===== src/rtl/adder_seq_pkg.sv =====
// Shared types and helpers for the sequential N-bit adder/subtractor.
package adder_seq_pkg;

   typedef enum logic [1:0] {
      IDLE = 2'd0,
      RUN  = 2'd1,
      DONE = 2'd2
   } state_t;

   // Slice-index width; never narrower than one bit.
   function automatic int idx_w(input int nchunk);
      return (nchunk > 1) ? $clog2(nchunk) : 1;
   endfunction

endpackage


===== src/rtl/adder_slice.sv =====
// Combinational W-bit ripple slice with carry in/out.
module adder_slice #(
   parameter int W = 4
) (
   input  logic [W-1:0] x,
   input  logic [W-1:0] y,
   input  logic         cin,
   output logic [W-1:0] s,
   output logic         cout
);

   assign {cout, s} = {1'b0, x} + {1'b0, y} + {{W{1'b0}}, cin};

endmodule


===== src/rtl/adder_nbit_seq.sv =====
// Multi-cycle N-bit adder/subtractor, CHUNK bits per clock, LSB slice first,
// with valid/ready handshakes and registered carry/borrow/overflow.
module adder_nbit_seq #(
   parameter int N     = 8,
   parameter int CHUNK = 4
) (
   input  logic         clk,
   input  logic         rst_n,
   input  logic         in_valid,
   output logic         in_ready,
   input  logic [N-1:0] a,
   input  logic [N-1:0] b,
   input  logic         sub,
   output logic         out_valid,
   input  logic         out_ready,
   output logic [N:0]   sum,
   output logic         overflow
);
   import adder_seq_pkg::*;

   localparam int NCHUNK = N / CHUNK;
   localparam int IW     = idx_w(NCHUNK);

   if (N < 1 || CHUNK < 1 || (N % CHUNK) != 0) begin : g_bad
      $error("adder_nbit_seq: CHUNK must divide N");
   end

   state_t         state;
   state_t         nxt;
   logic [N-1:0]   a_r;
   logic [N-1:0]   b_r;
   logic [N-1:0]   acc;
   logic [N-1:0]   res;
   logic           sub_r;
   logic           cy;
   logic [IW-1:0]  idx;
   logic [CHUNK-1:0] xs;
   logic [CHUNK-1:0] ys;
   logic [CHUNK-1:0] s;
   logic           c;
   logic           last;
   logic           accept;

   assign in_ready  = rst_n & ((state == IDLE) |
                               ((state == DONE) & out_ready));
   assign out_valid = (state == DONE);
   assign accept    = in_valid & in_ready;
   assign last      = (idx == IW'(NCHUNK - 1));

   always_comb begin
      xs = a_r[int'(idx)*CHUNK +: CHUNK];
      ys = b_r[int'(idx)*CHUNK +: CHUNK];
   end

   adder_slice #(.W(CHUNK)) u_slice (
      .x    (xs),
      .y    (ys),
      .cin  (cy),
      .s    (s),
      .cout (c)
   );

   // Working copy with the current slice merged in; sum only sees it at the end.
   always_comb begin
      res = acc;
      res[int'(idx)*CHUNK +: CHUNK] = s;
   end

   always_ff @(posedge clk) begin
      if (!rst_n) state <= IDLE;
      else        state <= nxt;
   end

   always_comb begin
      nxt = state;
      unique case (state)
         IDLE:    if (accept) nxt = RUN;
         RUN:     if (last)   nxt = DONE;
         DONE:    if (out_ready) nxt = in_valid ? RUN : IDLE;
         default: nxt = IDLE;
      endcase
   end

   always_ff @(posedge clk) begin
      if (!rst_n) begin
         a_r      <= '0;
         b_r      <= '0;
         acc      <= '0;
         sub_r    <= 1'b0;
         cy       <= 1'b0;
         idx      <= '0;
         sum      <= '0;
         overflow <= 1'b0;
      end else if (accept) begin
         a_r   <= a;
         b_r   <= b ^ {N{sub}};
         sub_r <= sub;
         cy    <= sub;
         idx   <= '0;
      end else if (state == RUN) begin
         acc <= res;
         cy  <= c;
         idx <= last ? '0 : idx + IW'(1);
         if (last) begin
            sum      <= {sub_r ? ~c : c, res};
            overflow <= (a_r[N-1] == b_r[N-1]) & (res[N-1] != a_r[N-1]);
         end
      end
   end

endmodule

===== config.mk =====
export PLATFORM = sky130hd
export DESIGN_NAME = adder_nbit_seq
export DESIGN_NICKNAME = d
export VERILOG_FILES = /design/src/rtl/adder_seq_pkg.sv /design/src/rtl/adder_slice.sv /design/src/rtl/adder_nbit_seq.sv
export SDC_FILE = /design/constraint.sdc
export NUM_CORES = 1
export LEC_CHECK = 0
export BUFFER_PORTS_ARGS = -buffer_cell sky130_fd_sc_hd__clkbuf_2
export CORE_MARGIN = 1.5
export CORE_UTILIZATION = 60
export CTS_BUF_LIST = sky130_fd_sc_hd__clkbuf_4 sky130_fd_sc_hd__clkbuf_8
export DETAILED_ROUTE_END_ITERATION = 16
export GPL_TIMING_DRIVEN = 0
export HOLD_SLACK_MARGIN = 0.15
export PLACE_DENSITY = 0.86
export SLEW_MARGIN = 30
export SYNTH_ARGS = -nofsm -noshare
export SYNTH_HDL_FRONTEND = slang
export SYNTH_SLANG_ARGS = --single-unit

===== constraint.sdc =====
create_clock -name clk -period 5.75 [get_ports clk]
set_clock_uncertainty 0.1 [all_clocks]
set_input_delay 1.15 -clock clk [delete_from_list [all_inputs] [get_ports clk]]
set_output_delay 1.15 -clock clk [all_outputs]
set_load 0.02 [all_outputs]

==> results.cfg, run 1 <==
[route]
routed-wl-met3_um = 138
first_pass_iters = 4
ant_nets = 0
top_layer = met4
drt_wl_total_um = 3245
drc = 0
wirelength_met1_um = 1429
drt_iter0_markers = 14
wl_met2_um = 1633
vias = 1376
wl_per_cell_um = 12.93
vias_per_cell = 5.482

[place]
place_area_um2 = 1817
gp_congestion = 0.8162
dp_hpwl_um = 2444
portBuffers = 30

[worst_setup_path]
crit_type = in2out
worst-path-buf-inv = 3
crit_path_cell_trace = buf_2 -> inv_1 -> nor3b_1 -> clkbuf_2
critical_path.startpoint_type = primary input
critPathTopFamily = buffers and inverters
path_max_fanout = 10
worstPathRequired_ps = 4500
max_stage_delay_ps = 200
worstSetupEndpointType = output port
worstPathArrival_ps = 1870
slowest_stage = nor3b_1

[pwr]
leakage_uw = 0.0008541
vdd_ir_drop_max_v = 0.0002093
powerDensity_nw_per_um2 = 270.0

[die]
die_area_um2 = 3037
start_util = 0.6458
fp-row-count = 18
die_w_um = 55.11
die_h_um = 55.11
io_pins = 33
core_um2 = 2522

[layout]
diodes = 0
finalInstanceArea_um2 = 1889
n_fill_cell = 186
drive_gt1_frac = 0.2443
area_delta_synth_final_pct = 15.98
final_nets = 246

[clock_tree]
cts_max_level = 2
cts-root-buf = clkbuf_4
cts-resized-gates = 0
clock-sinks = 35
ctsHoldBuffers = 0
cts_tree = done
clkLatencyLatePin_ps = 340
cts_setup_buffers = 0
cts_inserted_buffers = 5
clockBufferDepth = 2
clk_pin_slew_ps = 100

[global_routing]
grt_pass1_wl_um = 5285
grt_overflow_total = 0
grt_pass1_vias = 1229
antenna_found_initial = 0
grt_usage = 0.2510
grt_max_degree = 11

[timing]
post-route-period-util = 0.5425
tightest_slew_ps = 536.8
finalMaxSlewViolations = 0
finalSetupViolations = 0
final-hold-violation-count = 0
tns_ps = 0
fmax_mhz = 320.6
rsz0062_at_grt = no
final.min_clock_period_ps = 3119
slew-limit-headroom = 0.6421

[yosys]
synth_area_um2 = 1629
synthCells = 183
ys_types = 38
yosysWarnings = 0
yosysSeqAreaShare = 0.4301
synth_seq_cells = 35
synth_fp_nets = 209
synth_area_per_cell_um2 = 8.902

[outcome]
status = completed

[flow_run]
drv_cap = 0

[hold_path]
hold_class = reg2reg
-- report_power, final --
group | leakage [uW] | internal [uW] | switching [uW]
logic | 0.000527 | 39.9 | 47.8
clock network | 0.0000420 | 76.6 | 80.1
registers | 0.000285 | 257 | 9.12
-- worst paths after layout --
| check | start | end | slack, ps | cells after the start |
|---|---|---|---|---|
| setup / recovery | rst_n | in_ready | 2630 | 4 |
| hold / removal | sum[5] | sum[5] | 360 | 2 |
| hold reg to reg | sum[5] | sum[5] | 360 | 2 |
| setup reg to reg | idx | sum[8] | 2710 | 8 |
-- worst min-delay path, stage by stage (launching register included) --
cell and delay [ps]:
dfxtp_1 320, nand2_1 50, a21oi_1 50
-- flip-flops by register name, summed over array words and instances, names as in the netlist --
name / cells
a_r: 8
acc: 4
b_r: 8
cy: 1
idx: 1
overflow: 1
state: 2
sub_r: 1
sum: 9
-- synth_stat cells --
master | count | area, um^2
nor3b_1 | 1 | 7.510
fa_1 | 2 | 40.04
or4_1 | 1 | 7.510
xor2_1 | 2 | 17.52
buf_1 | 1 | 3.750
o211ai_1 | 1 | 7.510
a211oi_1 | 2 | 15.01
or2_4 | 1 | 8.760
ha_1 | 3 | 37.54
a31oi_1 | 2 | 12.51
nor3_1 | 2 | 10.01
nand3_1 | 3 | 15.01
a21o_1 | 1 | 7.510
or2_2 | 1 | 6.260
and4b_1 | 1 | 10.01
o21a_1 | 2 | 15.01
inv_1 | 2 | 7.510
and3b_1 | 1 | 8.760
buf_2 | 5 | 25.02
dfxtp_1 | 35 | 700.7
or3_1 | 1 | 6.260
a21oi_1 | 8 | 40.04
nor2b_1 | 1 | 6.260
o21ai_0 | 5 | 25.02
nand2b_1 | 2 | 12.51
a21boi_0 | 13 | 97.59
nor2_1 | 9 | 33.78
xnor2_1 | 8 | 70.07
and2_1 | 1 | 6.260
nand4b_1 | 1 | 8.760
nor4_1 | 1 | 6.260
o31ai_1 | 1 | 7.510
buf_6 | 1 | 11.26
mux2_2 | 8 | 90.09
nand2_1 | 41 | 153.9
and2b_1 | 1 | 7.510
clkbuf_1 | 6 | 22.52
o211a_1 | 6 | 60.06
-- metal layers --
metal	global-route usage	vias to the layer above
met4	0.1138	0
met5	0	-
met1	0.2773	647
met3	0.09409	7
li1	-	697
met2	0.4266	25
-- placed cells by master (no fill, tap or decap), types with 2 or more instances in the layout --
cell type / count
fa_1: 2
o21a_1: 2
inv_1: 2
clkbuf_2: 30
nor2_1: 9
o211a_1: 6
xnor2_1: 8
nand2_1: 41
ha_1: 3
mux2_2: 8
o21ai_0: 5
nor3_1: 2
clkbuf_1: 6
clkbuf_4: 6
a31oi_1: 2
nand2b_1: 2
nand3_1: 3
a211oi_1: 2
a21oi_1: 8
clkbuf_8: 2
dfxtp_1: 35
xor2_1: 2
buf_2: 5
a21boi_0: 13
-- stage by stage --
stage / util / cells / setup WS, ps / hold WS, ps / power [uW]
2_1_floorplan: - / 183 / 2582 / 336.4 / 333.2
4_1_cts: 0.7490 / 251 / 2631 / 367.6 / 511.3
3_3_place_gp: 0.7202 / 243 / 2637 / 346.5 / 354.8
6_report: 0.7490 / 251 / 2631 / 364.6 / 510.2
3_5_place_dp: 0.7202 / 243 / 2634 / 353.6 / 358.6
5_1_grt: 0.7490 / 251 / 2537 / 382.3 / 535.3
-- cell type report --
cell class	instances	area, um^2	area share
plain buffers	13	62.56	0.03311
inverters	2	7.507	0.003974
multi-input cells	133	858.3	0.4543
flip-flops and latches	35	700.7	0.3709
repair buffers	30	150.1	0.07947
clock buffers	8	72.57	0.03841
well taps	30	37.54	0.01987
-- logic make-up (layout without fill, tap and decap cells) --
family	after synthesis	after routing	share of synthesized area
simple gates	69	69	0.1936
compound gates	41	41	0.1766
mux	8	8	0.05530
fa+ha+maj	5	5	0.04762
buf+inv	15	53	0.04301
xor+xnor	10	10	0.05377
flops	35	35	0.4301
(Power assumes the default switching activity.)
==> run 2, diff against run 1 <==
--- a/config.mk
+++ b/config.mk
@@ -7,12 +7,12 @@
 export LEC_CHECK = 0
 export BUFFER_PORTS_ARGS = -buffer_cell sky130_fd_sc_hd__clkbuf_2
 export CORE_MARGIN = 1.5
-export CORE_UTILIZATION = 60
+export CORE_UTILIZATION = 50
 export CTS_BUF_LIST = sky130_fd_sc_hd__clkbuf_4 sky130_fd_sc_hd__clkbuf_8
 export DETAILED_ROUTE_END_ITERATION = 16
 export GPL_TIMING_DRIVEN = 0
 export HOLD_SLACK_MARGIN = 0.15
-export PLACE_DENSITY = 0.86
+export PLACE_DENSITY = 0.77
 export SLEW_MARGIN = 30
 export SYNTH_ARGS = -nofsm -noshare
 export SYNTH_HDL_FRONTEND = slang
==> constraint.sdc (replaced) <==
create_clock -name clk -period 2.5 [get_ports clk]
set_clock_uncertainty 0.1 [all_clocks]
set_input_delay 0.5 -clock clk [delete_from_list [all_inputs] [get_ports clk]]
set_output_delay 0.5 -clock clk [all_outputs]
set_load 0.02 [all_outputs]
==> run 2 against run 1 <==
Net effect:
- flip-flop and latch count is the same
- clock power grew 130%
- count of clock-buffer cells in the layout is the same
- largest cell class unchanged
==> results.cfg, run 2 (synthesis gave the netlist of run 1 again) <==
[clock_tree]
clock-sinks = 35
cts_inserted_buffers = 5
cts-root-buf = clkbuf_4
clockBufferDepth = 2
clkLatencyLatePin_ps = 340
clk_pin_slew_ps = 100
cts_tree = done
cts_max_level = 2

[layout]
seq_area_um2 = 704.4
diodes = 0
n_fill_cell = 285
layout_commonest_cell = nand2_1
largest_register_ffs = 9
reg_top3 = sum x9, a_r x8, b_r x8
finalInstanceArea_um2 = 1944
multiInputGateArea_um2 = 874.6
area_delta_synth_final_pct = 19.35
final_cell_mix = nand2_1 (41), dfxtp_1 (34), clkbuf_2 (30)
drive_gt1_frac = 0.2748
largest-register = sum
final_nets = 247

[worst_setup_path]
critical_path.startpoint_type = flop
worstRegToRegCells = 8
worstSetupEndpointType = flop
path_max_fanout = 10
crit_type = reg2reg
worstPathRequired_ps = 2630
worstPathArrival_ps = 2560
worstReg2RegStart = idx
reg2reg_setup_slack_ps = 70
rr_endpoint = sum[8]

[flow_run]
drv_cap = 0

[die]
die_w_um = 60.08
core_um2 = 3078
start_util = 0.5293
die_h_um = 60.08
io_pins = 33
die_area_um2 = 3610
fp-row-count = 20

[route]
drt_iter0_markers = 39
ant_nets = 0
vias_per_cell = 5.049
first_pass_iters = 4
drt_wl_total_um = 3226
wl_per_cell_um = 12.13
drc = 0
vias = 1343

[pwr]
pwr-share-clk = 0.305
powerDensity_nw_per_um2 = 608.2
p_int_uw = 865.2
vdd_ir_drop_max_v = 0.0003979
pwr-share-seq = 0.516
leakage_uw = 0.0008648
switching_share = 0.2684
pwr-share-comb = 0.179
switchingPower_uw = 317.3

[hold_path]
whs_path_depth = 3
min_to = a_r[7]
hold_class = in2reg
min-delay-start = a[7]

[timing]
rsz0062_at_grt = no
hold_ws_ps = 275.1
slew-limit-headroom = 0.6492
fmax_mhz = 410.7
final-hold-violation-count = 0
final.min_clock_period_ps = 2435
post-route-period-util = 0.9739
finalMaxSlewViolations = 0
finalSetupViolations = 0
tightest_slew_ps = 526.1

[global_routing]
grt_usage = 0.1999
grt_max_degree = 11
grt_overflow_total = 0
grt_pass1_wl_um = 5278
antenna_found_initial = 0
grt_pass1_vias = 1230

[place]
place_area_um2 = 1846
portBuffers = 30
gp_congestion = 0.8170
dp_hpwl_um = 2416

[outcome]
status = completed
==> run 2: how the worst max path moves through the flow <==
stage | from | to | slack (ps)
after floorplan | idx | sum[8] | 30
after global placement | idx | sum[8] | -180
after detailed placement | idx | sum[8] | -180
after CTS | idx | sum[8] | 30
after global routing | idx | sum[8] | 2
final | idx | sum[8] | 70
==> run 2: area by class of cell <==
cell class,count,area share
buffer,13,0.03732
clock buffer,8,0.03732
inverter,2,0.003861
multi-input combinational,133,0.4498
sequential,35,0.3623
tap,44,0.02831
timing repair buffer,31,0.08108
==> run 2: power groups by stage <==
stage / logic [uW] / clock network, uW / registers, uW
finish: 212 / 360 / 610
global route: 235 / 387 / 616
CTS: 211 / 364 / 611
detailed placement: 203 / 0 / 625
global placement: 200 / 0 / 624
floorplan: 148 / 0 / 623
==> run 2: metal layers <==
metal | GRT usage | share of wire | up-vias
met3 | 0.04545 | 0.038 | 5
met2 | 0.3323 | 0.47 | 35
met4 | 0.08889 | 0.015 | 0
met5 | 0 | 0 | -
met1 | 0.2450 | 0.47 | 607
li1 | - | - | 696
==> run 2: repair_timing <==
action                                  4_1_cts  5_1_grt
pin swaps                                     1        3
setup buffers                                 1        0
endpoints found under the setup margin        2        2
gates resized for setup                       4        3
hold buffers                                  0        0
==> run 2: worst max-delay path: stages (launching register included) <==
cell and delay (ps):
dfxtp_4 360, clkbuf_8 160, mux2_2 360, fa_2 370, fa_2 360, a21o_1 200, a21oi_2 150, xor2_1 190
o31ai_1 80
==> run 2: metrics by stage <==
step	setup TNS, ps	instances	total power [uW]	setup WS (ps)	util
floorplan	0	183	770.3	34.12	-
global placement	-260.2	257	823.8	-175.7	0.5996
detailed placement	-300.0	257	827.6	-182.2	0.5996
CTS	0	266	1185	34.35	0.6293
global route	0	266	1238	1.920	0.6317
finish	0	266	1183	65.19	0.6317
